## src/rtl/jtag_port_sync.sv

```systemverilog
// Single-clock JTAG debug port: oversamples TCK/TMS/TDI in the clk domain, runs the
// 6-state port FSM on synchronised TCK rising edges and executes MCU debug commands.
module jtag_port_sync #(
  parameter int IR_WIDTH    = 8,
  parameter int DR_WIDTH    = 16,
  parameter int ADDR_WIDTH  = 16,
  parameter int SYNC_STAGES = 2
) (
  input  logic                  clk,
  input  logic                  rstn,
  input  logic                  jtagTCK,
  input  logic                  jtagTDI,
  input  logic                  jtagTMS,
  output logic                  jtagTDO,
  input  logic                  isBooted,
  input  logic                  isPaused,
  output logic [ADDR_WIDTH-1:0] sramAddr,
  output logic [DR_WIDTH-1:0]   sramWrData,
  input  logic [DR_WIDTH-1:0]   sramRdData,
  output logic                  sramWr,
  output logic                  sramEn,
  output logic                  enScanRelay,
  output logic                  enSPIRelay,
  output logic                  enPaused
);

  localparam int MASK_W = $clog2(SYNC_STAGES + 2);

  localparam logic [IR_WIDTH-1:0] CMD_SET_ADDR = IR_WIDTH'(1);
  localparam logic [IR_WIDTH-1:0] CMD_READ     = IR_WIDTH'(2);
  localparam logic [IR_WIDTH-1:0] CMD_WRITE    = IR_WIDTH'(3);
  localparam logic [IR_WIDTH-1:0] CMD_SCAN     = IR_WIDTH'(4);
  localparam logic [IR_WIDTH-1:0] CMD_SPI      = IR_WIDTH'(5);
  localparam logic [IR_WIDTH-1:0] CMD_PAUSE    = IR_WIDTH'(6);
  localparam logic [IR_WIDTH-1:0] CMD_RUN      = IR_WIDTH'(7);
  localparam logic [IR_WIDTH-1:0] CMD_READ_INC = IR_WIDTH'(8);
  localparam logic [IR_WIDTH-1:0] CMD_WR_INC   = IR_WIDTH'(9);

  typedef enum logic [2:0] {IDLE, ISEL, DSEL, ISHFT, DSHFT, UPDATE} jtagStateT;

  jtagStateT state, nextState;

  logic [SYNC_STAGES-1:0] tckSync, tmsSync, tdiSync;
  logic                   tckPrev;
  logic [MASK_W-1:0]      maskCnt;
  logic                   tckS, tmsS, tdiS, tckRise;

  logic [IR_WIDTH-1:0]    ir;
  logic [DR_WIDTH-1:0]    dr;
  logic [ADDR_WIDTH-1:0]  addr;
  logic                   execPending, rdPending, incPending;
  logic                   captureIr, shiftIr, shiftDr, enterUpdate, cmdAllowed;

  assign tckS = tckSync[SYNC_STAGES-1];
  assign tmsS = tmsSync[SYNC_STAGES-1];
  assign tdiS = tdiSync[SYNC_STAGES-1];

  // The mask hides the false edge seen while the chains refill after reset with TCK high
  assign tckRise = tckS & ~tckPrev & (maskCnt == '0);

  always_ff @(posedge clk) begin
    if (!rstn) begin
      tckSync <= '0;
      tmsSync <= '0;
      tdiSync <= '0;
      tckPrev <= 1'b0;
      maskCnt <= MASK_W'(SYNC_STAGES + 1);
    end else begin
      tckSync <= {tckSync[SYNC_STAGES-2:0], jtagTCK};
      tmsSync <= {tmsSync[SYNC_STAGES-2:0], jtagTMS};
      tdiSync <= {tdiSync[SYNC_STAGES-2:0], jtagTDI};
      tckPrev <= tckS;
      if (maskCnt != '0) maskCnt <= maskCnt - MASK_W'(1);
    end
  end

  always_ff @(posedge clk) begin
    if (!rstn) state <= IDLE;
    else       state <= nextState;
  end

  always_comb begin
    nextState   = state;
    captureIr   = 1'b0;
    shiftIr     = 1'b0;
    shiftDr     = 1'b0;
    enterUpdate = 1'b0;
    if (tckRise) begin
      case (state)
        IDLE:   if (!tmsS) nextState = ISEL;
        ISEL: begin
          if (tmsS) begin
            nextState = DSEL;
          end else begin
            nextState = ISHFT;
            captureIr = 1'b1;
          end
        end
        DSEL:   nextState = tmsS ? IDLE : DSHFT;
        ISHFT: begin
          shiftIr = 1'b1;
          if (tmsS) begin
            nextState   = UPDATE;
            enterUpdate = 1'b1;
          end
        end
        DSHFT: begin
          shiftDr = 1'b1;
          if (tmsS) begin
            nextState   = UPDATE;
            enterUpdate = 1'b1;
          end
        end
        UPDATE:  nextState = IDLE;
        default: nextState = IDLE;
      endcase
    end
  end

  // An unbooted MCU ignores everything; a running one only accepts the pause request
  assign cmdAllowed = isBooted & (isPaused | (ir == CMD_PAUSE));

  assign sramAddr   = addr;
  assign sramWrData = dr;

  always_ff @(posedge clk) begin
    if (!rstn) begin
      ir          <= '0;
      dr          <= '0;
      addr        <= '0;
      jtagTDO     <= 1'b0;
      execPending <= 1'b0;
      rdPending   <= 1'b0;
      incPending  <= 1'b0;
      sramEn      <= 1'b0;
      sramWr      <= 1'b0;
      enScanRelay <= 1'b0;
      enSPIRelay  <= 1'b0;
      enPaused    <= 1'b0;
    end else begin
      execPending <= enterUpdate;
      rdPending   <= 1'b0;
      incPending  <= 1'b0;
      sramEn      <= 1'b0;
      sramWr      <= 1'b0;

      case (state)
        ISHFT:   jtagTDO <= ir[0];
        DSHFT:   jtagTDO <= dr[0];
        default: jtagTDO <= 1'b0;
      endcase

      if (captureIr)    ir <= {{(IR_WIDTH-2){1'b0}}, isPaused, isBooted};
      else if (shiftIr) ir <= {tdiS, ir[IR_WIDTH-1:1]};

      // Read data lands one clk after the strobe and takes priority over a shift
      if (rdPending)    dr <= sramRdData;
      else if (shiftDr) dr <= {tdiS, dr[DR_WIDTH-1:1]};

      if (incPending) addr <= addr + ADDR_WIDTH'(1);

      if (execPending && cmdAllowed) begin
        case (ir)
          CMD_SET_ADDR: addr <= dr[ADDR_WIDTH-1:0];
          CMD_READ: begin
            sramEn    <= 1'b1;
            rdPending <= 1'b1;
          end
          CMD_WRITE: begin
            sramEn <= 1'b1;
            sramWr <= 1'b1;
          end
          CMD_SCAN: begin
            enScanRelay <= 1'b1;
            enSPIRelay  <= 1'b0;
          end
          CMD_SPI: begin
            enSPIRelay  <= 1'b1;
            enScanRelay <= 1'b0;
          end
          CMD_PAUSE: enPaused <= 1'b1;
          CMD_RUN: begin
            enPaused    <= 1'b0;
            enScanRelay <= 1'b0;
            enSPIRelay  <= 1'b0;
          end
          CMD_READ_INC: begin
            sramEn     <= 1'b1;
            rdPending  <= 1'b1;
            incPending <= 1'b1;
          end
          CMD_WR_INC: begin
            sramEn     <= 1'b1;
            sramWr     <= 1'b1;
            incPending <= 1'b1;
          end
          default: ;
        endcase
      end

      if (!isPaused && !enPaused) begin
        enScanRelay <= 1'b0;
        enSPIRelay  <= 1'b0;
      end
    end
  end

endmodule

```

## config.mk

```make
export PLATFORM = sky130hd
export DESIGN_NAME = jtag_port_sync
export DESIGN_NICKNAME = d
export VERILOG_FILES = /design/src/rtl/jtag_port_sync.sv
export SDC_FILE = /design/constraint.sdc
export NUM_CORES = 1
export LEC_CHECK = 0
export CORE_MARGIN = 2
export CORE_UTILIZATION = 25
export CTS_CLUSTER_SIZE = 12
export DETAILED_ROUTE_END_ITERATION = 12
export PLACE_DENSITY_LB_ADDON = 0.2
export SLEW_MARGIN = 40
export SYNTH_ARGS = -nofsm -noshare
export SYNTH_HDL_FRONTEND = slang
export SYNTH_SLANG_ARGS = --single-unit
```

## constraint.sdc

```tcl
create_clock -name clk -period 1.6 [get_ports clk]
set_input_delay 0.24 -clock clk [delete_from_list [all_inputs] [get_ports clk]]
set_output_delay 0.24 -clock clk [all_outputs]
set_load 0.1 [all_outputs]
```

Word level (Yosys, flattened, before mapping)
Index checks and enable logic that the tools add are counted.
{"block": "word_totals", "output_inout_bits": 38, "register_bits": 61, "input_bits": 23}
{"block": "op_classes", "add_sub_neg": 2, "bitwise_logic": 6, "eq_ne": 15, "n_reduce_logical": 27, "n_mux": 28}
{"cell": "16-bit two-way mux", "n": 5}
{"cell": "8-bit by 3-bit == test with 1-bit output, second input constant", "n": 4}
{"cell": "16-bit by 1-bit adder with 16-bit output, second input constant", "n": 1}
{"cell": "8-bit by 2-bit == test with 1-bit output, second input constant", "n": 2}
{"cell": "8-bit by 4-bit == test with 1-bit output, second input constant", "n": 2}
{"cell": "2-bit OR reduction", "n": 8}
{"cell": "1-bit two-way mux", "n": 13}
{"cell": "3-bit one-hot mux with 4 select lines", "n": 1}
{"cell": "2-bit nonzero test", "n": 6}
{"cell": "3-bit two-way mux", "n": 3}
{"cell": "8-bit by 1-bit == test with 1-bit output, second input constant", "n": 1}
{"cell": "1-bit one-hot mux with 2 select lines", "n": 4}
{"cell": "2-bit AND reduction", "n": 4}
{"cell": "3-bit by 2-bit == test with 1-bit output, second input constant", "n": 2}
{"cell": "3-bit AND reduction", "n": 2}
{"cell": "2-bit two-way mux", "n": 2}
{"cell": "4-bit OR reduction", "n": 1}
{"cell": "1-bit AND", "n": 3}
{"cell": "3-bit by 1-bit == test with 1-bit output, second input constant", "n": 1}
{"cell": "3-bit == test, second input constant", "n": 1}
{"cell": "3-bit zero test", "n": 1}
{"cell": "1-bit logical AND", "n": 2}
{"cell": "1-bit zero test", "n": 2}
{"cell": "2-bit zero test", "n": 1}
{"cell": "5 further kinds", "n": 6}

Logic depth before layout (Yosys ltp)
{"block": "logic_depth", "depth_word": 6, "depth_mapped": 8, "ltp_nobuf": 6}

Least setup slack after synthesis
Ideal clock, no wire load.
{"block": "synth_timing", "kind": "reg2reg", "from": "register addr[3], in the netlist sramAddr[3]", "to": "register addr[13], in the netlist sramAddr[13]", "t_arrival_ns": 2.118, "t_required_ns": 1.478, "synth_period_minus_slack_ns": 2.240, "path_buffers": 0, "setup_time_ns": 0.122, "slack_ns": -0.640, "path_stages_with_launch": 5, "path_cell_list": "dfxtp_1 > nand4_1 > nor4_1 > xnor2_1 > a21oi_1"}
{"block": "synth_between", "elab_chain_cells": 4}
{"item": "start, declared", "line": "50", "source": "logic [ADDR_WIDTH-1:0] addr;"}
{"item": "start signal, assigned", "line": "160", "source": "if (incPending) addr <= addr + ADDR_WIDTH'(1);"}
{"item": "start signal, assigned", "line": "164", "source": "CMD_SET_ADDR: addr <= dr[ADDR_WIDTH-1:0];"}
{"item": "16-bit by 1-bit adder with 16-bit output (*)", "line": "160"}
{"item": "16-bit two-way mux (*)", "line": "160"}
{"item": "16-bit two-way mux", "line": "163", "source": "case (ir)"}
{"item": "16-bit two-way mux (*)", "line": "162", "source": "if (execPending && cmdAllowed) begin"}
Every way passes the cells marked *; elsewhere a longest branch is shown, timed or not.
A chain may end at the register's enable or synchronous reset.

Final worst setup path
{"block": "layout_timing", "from": "register ir[5]", "to": "register enSPIRelay"}
{"block": "layout_between", "elab_chain_cells": 5, "elab_cells_between_ends": 11, "cone_classes": "eq/ne (4); mux (1); bitwise (2); reduce/logical (4)"}
{"item": "start, declared", "line": "48", "source": "logic [IR_WIDTH-1:0] ir;"}
{"item": "start signal, assigned", "line": "153", "source": "if (captureIr) ir <= {{(IR_WIDTH-2){1'b0}}, isPaused, isBooted};"}
{"item": "start signal, assigned", "line": "154", "source": "else if (shiftIr) ir <= {tdiS, ir[IR_WIDTH-1:1]};"}
{"item": "8-bit by 3-bit == test with 1-bit output", "line": "121", "source": "assign cmdAllowed = isBooted & (isPaused | (ir == CMD_PAUSE));"}
{"item": "1-bit bitwise OR", "line": "121"}
{"item": "1-bit AND", "line": "121"}
{"item": "1-bit logical AND", "line": "162"}
{"item": "2-bit AND reduction (no source line)"}
{"item": "end signal, assigned", "line": "138", "source": "enSPIRelay <= 1'b0;"}
{"item": "end signal, assigned", "line": "175", "source": "enSPIRelay <= 1'b0;"}
{"item": "end signal, assigned", "line": "178", "source": "enSPIRelay <= 1'b1;"}
{"item": "end, declared", "line": "23", "source": "output logic enSPIRelay,"}
Parallel ways exist; a longest one is shown, timed or not.

==> impl_metrics.toml <==
[logic_synthesis]
ys.flop_type = "sky130_fd_sc_hd__dfxtp_1"
synth.lib_cells_used.distinct = 40
ys_warn_count = 0
synthesis.nets = 323
avgSynthCellArea_sq_um = 9.09
synth_area_leader_cell = "sky130_fd_sc_hd__dfxtp_1"
synth.yosys.seq_area_share = 0.451
synth_area_leaders = "sky130_fd_sc_hd__dfxtp_1 (45%), sky130_fd_sc_hd__mux2i_1 (8.5%), sky130_fd_sc_hd__a211oi_1 (6.6%)"
synth_top_area_share = 0.451
synthesis.area_sq_um = 2710
netlist_instances = 298
synth_edf_count = 0
ys_seq_elements = 61
synthArstFlopShare = 0

[place]
area_after_dpl_sq_um = 4080
gpl_congestion = 0.768
dp_hpwl_microns = 5570
place.port_buffers = 60
post-place-ws_ps = -103
dp_cells = 507

[clock_tree]
clkSlewWorstSetupHoldPaths_ps = 70
cts-buffers-inserted = 9
worst_skew_late_latency_ps = 340
cts.path.max_buffers = 2
numClockSinks = 61
cts_root_buffer = "sky130_fd_sc_hd__clkbuf_8"
cts_hold_repair.buffers = 0
clock_tree.htree_level_count = 3
cts_tree = "built"

[floorplanning]
ios = 61
design.core.area_sq_um = 10700
fp-row-count = 38
initial_utilization = 0.253
floorplan.die.width_microns = 108
die_outline_area_sq_um = 11700
die_height_microns = 108

[timing]
maxSlewViolCount = 0
fin_crit_sh = 0.979
count_of_final_setup_violators = 0
final-hold-violation-count = 0
tightestPinTransition_ps = 409
finClkSkew_ps = 7.72
slew_headroom = 0.725
maxClockFrequency_ghz = 0.638
period_minus_slack_ps = 1570
rsz_0062_raised_after_global_routing = "true"
post-route-worst-setup-slack_ps = 33.5

[setup_path]
worst-setup-path-type = "flop to flop"
cp_peak_stage_delay_ps = 580
critPathLaunchType = "flop"
timing.critical_path.max_delay_family = "simple AND/OR/NAND/NOR gates"
cp.buffers_inverters = 0
worstPathArrival_ps = 1800
crit_required_ps = 1840
crit_chain = "or4_4, nor4_4, nand2_1, a32o_1"
worst_path_max_delay_cell = "sky130_fd_sc_hd__or4_4"
cp-end-kind = "flop"
crit_fanout = 4

[route]
drt-initial-drc-count = 137
via_count = 2501
drc = 0
met2RoutedLength_microns = 3740
route.top_layer_used = "met4"
drt.antenna.violating_nets = 0
post_drt_via_cell_ratio = 4.76
first_pass_iters = 4
wl_per_cell_microns = 14.8
drt_wl_total_microns = 7790
dr_wl_met3_microns = 389
route.layer.met1.wl_microns = 3590

[final_layout]
area_delta_synth_final_pct = 61.3
final-instance-count-excl-fill = 525
mostFrequentLayoutCell = "sky130_fd_sc_hd__dfxtp_1"
post_route_cells_drive_above_1_share = 0.314
diodes = 0
nNetsFinal = 405
layout.cells.most_common_list = "sky130_fd_sc_hd__dfxtp_1 (44), sky130_fd_sc_hd__buf_12 (42), sky130_fd_sc_hd__nor2_1 (30)"
fin_area_sq_um = 4370

[global_route]
grt_start_max_net_pins = 33
grt-ovfl-total = 0
vias_in_the_first_global_route = 2391
grt_pass1_wl_microns = 12300
grt.total_usage = 0.137
grt_antenna_before_repair = 0

[power_and_ir_drop]
ir_drop_v = 0.000470
power_density_nw_per_um2 = 683
p_leak_nw = 1.56

[worst_hold_path]
hold_class = "flop to flop"

[status]
run_status = "completed"

[run]
max_cap_violations = 0
==> worst reg2reg max path, delay by kind of cell (launching register included) <==
family | cells | cell delay [ps]
DFF | 1 | 330
AOI/OAI and AO/OA | 1 | 250
and+or+nand+nor | 3 | 890
==> report_power, final <==
part / leakage [nW] / switching (mW) / total, mW / internal, mW
Combinational: 0.964 / 0.0680 / 0.164 / 0.0963
Clock: 0.0953 / 0.589 / 1.28 / 0.694
Sequential: 0.503 / 0.0101 / 1.54 / 1.53
Total: 1.56 / 0.667 / 2.98 / 2.32
==> stage by stage <==
stage	TNS, ps	util	power (mW)	hold slack, ps
after detailed placement	-638	0.382	1.73	421
after global placement	-425	0.382	1.73	415
after CTS	0	0.398	3.02	437
after floorplan	-26.5	-	1.64	367
final	0	0.409	2.98	432
after global routing	-143	0.409	3.11	447
==> cell families after synthesis <==
logic type	count (synthesis)	synth area share
buffers and inverters	27	0.0406
muxes	24	0.0891
xor gates and xnor gates	17	0.0549
DFF	61	0.451
AOI/OAI and AO/OA	64	0.154
adders and majority gates	2	0.00923
and+or+nand+nor	103	0.202
==> final timing paths <==
path         startpoint    endpoint  slack (ps)  cells past startpoint
max               ir[5]  enSPIRelay          30                      4
min          tckSync[0]  tckSync[1]         430                      1
max reg2reg       ir[5]  enSPIRelay          30                      4
min reg2reg  tckSync[0]  tckSync[1]         430                      1
==> sequential cells by signal, summed over array words and instances (netlist names) <==
signal / count
enPaused: 1
enSPIRelay: 1
enScanRelay: 1
execPending: 1
incPending: 1
ir: 8
jtagTDO: 1
maskCnt: 2
rdPending: 1
sramAddr: 16
sramEn: 1
sramWr: 1
sramWrData: 16
state: 3
tckPrev: 1
tckSync: 2
tdiSync: 2
tmsSync: 2
==> final cells by class <==
type	count	area (sq um)
multi-input combinational	210	1460
clock inverter	7	56.3
clock buffer	9	124
sequential	61	1260
timing repair buffer	89	1270
fill	1070	6330
tap	140	175
inverter	9	33.8
==> cells in the mapped netlist, drive strengths merged (5+ instances only) <==
master  count
a21oi      18
a211oi     24
and2        8
xnor2      12
nand4       8
dfxtp      61
nor3        6
nor2       33
nand2      16
clkbuf      9
nand3       6
o21ai      13
inv         9
xor2        5
buf         9
nor4        7
mux2i      23
==> per-layer routing <==
metal,vias to the layer above,GRT usage
met1,1197,0.177
met3,7,0.0398
met5,-,0
met4,0,0.0540
met2,61,0.215
li1,1236,-
==> timing repair <==
action	4_1_cts	5_1_grt
pin swaps	3	2
setup endpoints to repair	4	31
cloned	0	1
setup buffers	0	2
resized for setup	1	18
Note: power is estimated with default switching activity, not from simulation.
==> RTL edit: new RTL, config.mk and constraints unchanged <==
Reset style: asynchronous (`rstn`), changed in 3 clocked blocks.
--- a/src/rtl/jtag_port_sync.sv
+++ b/src/rtl/jtag_port_sync.sv
@@ -60,3 +60,3 @@
 
-  always_ff @(posedge clk) begin
+  always_ff @(posedge clk or negedge rstn) begin
     if (!rstn) begin
@@ -76,3 +76,3 @@
 
-  always_ff @(posedge clk) begin
+  always_ff @(posedge clk or negedge rstn) begin
     if (!rstn) state <= IDLE;
@@ -125,3 +125,3 @@
 
-  always_ff @(posedge clk) begin
+  always_ff @(posedge clk or negedge rstn) begin
     if (!rstn) begin
Function: differs if rstn is asserted again (counterexample within 10 cycles, from zero or initial values and one cycle with rstn low); with rstn held inactive, the same outputs for 10 cycles.
==> RTL edit against the original RTL <==
Worst setup slack got worse by 0.016 ns. Final cell count decreased by 3.8%. Design area increased by 4.1%. Global-route usage decreased by 1.2 points. Critical path depth increased by 2. Non-clock buffer count decreased by 10. Routed wire length decreased by 7.2%. Sequential cell count unchanged. Count of clock-buffer cells in the layout increased by 6. Area after synthesis increased by 5.8%. Largest cell class is now sequential cells.
Power is not compared: it rests on default switching activity, and its combinational part moved more than twofold at a synthesized area within 25%.
==> RTL edit: results (changes against the original RTL) <==
Routing
  • Total number of vias: 2,242 (was 2,501)
  • DRT iter0 DRCs: 77 (was 137)
  • Post-detailed-route wirelength per cell: 14.3 um (was 14.8 um)
  • Via density: 4.44 (was 4.76)

Worst setup path
  • CP peak stage delay: 0.53 ns (was 0.58 ns)
  • R2R depth: 6 (was 4)
  • FF-to-FF Start: maskCnt[0] (was ir[5])
  • CP Data Arrival Time: 1.77 ns (was 1.80 ns)
  • Crit-path slowest cell: dfstp_2 (was or4_4)
  • CP max FO: 8 (was 4)
  • FF-to-FF setup slack: 0.02 ns (was 0.03 ns)

Synth
  • Post-Syn Nets: 304 (was 323)
  • Area share of fa/ha/maj cells after synthesis: 0.873% (was 0.923%)
  • Mean Syn Cell Area: 10.3 sq um (was 9.09 sq um)
  • Post-synthesis mux area share: 6.33% (was 8.91%)
  • Area share of the largest cell type after synthesis: 51.5% (was 45.1%)
  • Commonest cells in the netlist: 59 x dfrtp_1, 29 x nand2_1, 27 x o21ai_0 (was 61 x dfxtp_1, 33 x nor2_1, 24 x a211oi_1)
  • Most area-consuming cells after synthesis: dfrtp_1 51%, mux2i_1 5.9%, o21ai_0 4.7% (was dfxtp_1 45%, mux2i_1 8.5%, a211oi_1 6.6%)
  • Post-Synth XOR/XNOR Area: 5.50% (was 5.49%)
  • Post-synthesis sequential area ratio: 53.3% (was 45.1%)

Outcome
  • Status: finished, final reports clean (unchanged)

Timing
  • Max Transition Viols Final: 0 (unchanged)
  • Transition time of the tightest slew-check pin: 0.343 ns (was 0.409 ns)

Global routing
  • GRT Total Usage: 12.5% (was 13.7%)
  • Vias in the first global route: 2,325 (was 2,391)
  • Largest net degree at the start of global routing: 62 (was 33)

Place
  • Dpl ws: -0.00771 ns (was -0.103 ns)
  • Placed Cells: 483 (was 507)
  • Gpl congestion: 0.793 (was 0.768)
  • Dpl hpwl: 5070 um (was 5570 um)
  • Post-DP Area: 4180 sq um (was 4080 sq um)

Clock network
  • Clock root buffer: clkbuf_16 (was clkbuf_8)
  • Clk slew on worst S/H paths: 0.05 ns (was 0.07 ns)

Cells and area
  • Layout area overhead: 58.6% (was 61.3%)
  • Proportion of layout cells with a drive suffix above 1: 29.3% (was 31.4%)
  • Fillers: 1,127 (was 1,070)
  • Fin nets: 382 (was 405)
-- RTL edit: changes by cell type after synthesis, moves of 6 or more --
| cell | change |
|---|---|
| mux2i_1 | -6 |
| nor2_1 | -12 |
| nand3_1 | +8 |
| and2_1 | -7 |
| nand2_1 | +13 |
| dfxtp_1 | -61 |
| a211oi_1 | -23 |
| dfrtp_1 | +59 |
| o21ai_0 | +14 |
-- RTL edit: worst min-delay path by stage --
stage / start / end / depth (start not counted)
floorplan: rstn / enPaused / 0
global placement: rstn / sramAddr[8] / 2
detailed placement: rstn / sramAddr[8] / 2
CTS: jtagTMS / tmsSync[0] / 1
global route: tdiSync[0] / tdiSync[1] / 0
finish: tckSync[0] / tckSync[1] / 0
-- RTL edit: what timing repair did --
action / CTS / global route
setup endpoints to repair: 15 / 20
hold buffers: 1 / 0
pin swaps: 0 / 3
resized for setup: 2 / 6
setup buffers: 0 / 3
cloned: 1 / 1
endpoints found under the hold margin: 59 / 0
-- RTL edit: critical path, delay by kind of cell (launching register included) --
kind,cells,cell delay (ns)
compound gates,1,0.08
flops,1,0.53
simple gates,2,0.44
mux,1,0.21
fa+ha+maj,1,0.14
buf+inv,1,0.04
-- RTL edit: cell type report --
cell class | instances | share of cell area (%)
inverters | 12 | 0.990
repair buffers | 79 | 25.3
clock buffers | 15 | 6.11
flip-flops and latches | 61 | 34.6
multi-input cells | 194 | 28.4
clock inverters | 1 | 0.660
well taps | 143 | 3.93
-- RTL edit: routing by layer --
layer / vias to the layer above / GRT usage (%) / wire length [um]
li1: 1136 / - / -
met1: 1061 / 16.5 / 3330
met2: 36 / 19.7 / 3570
met4: 0 / 5.68 / 132
met5: - / 0 / 0
met3: 9 / 2.57 / 203
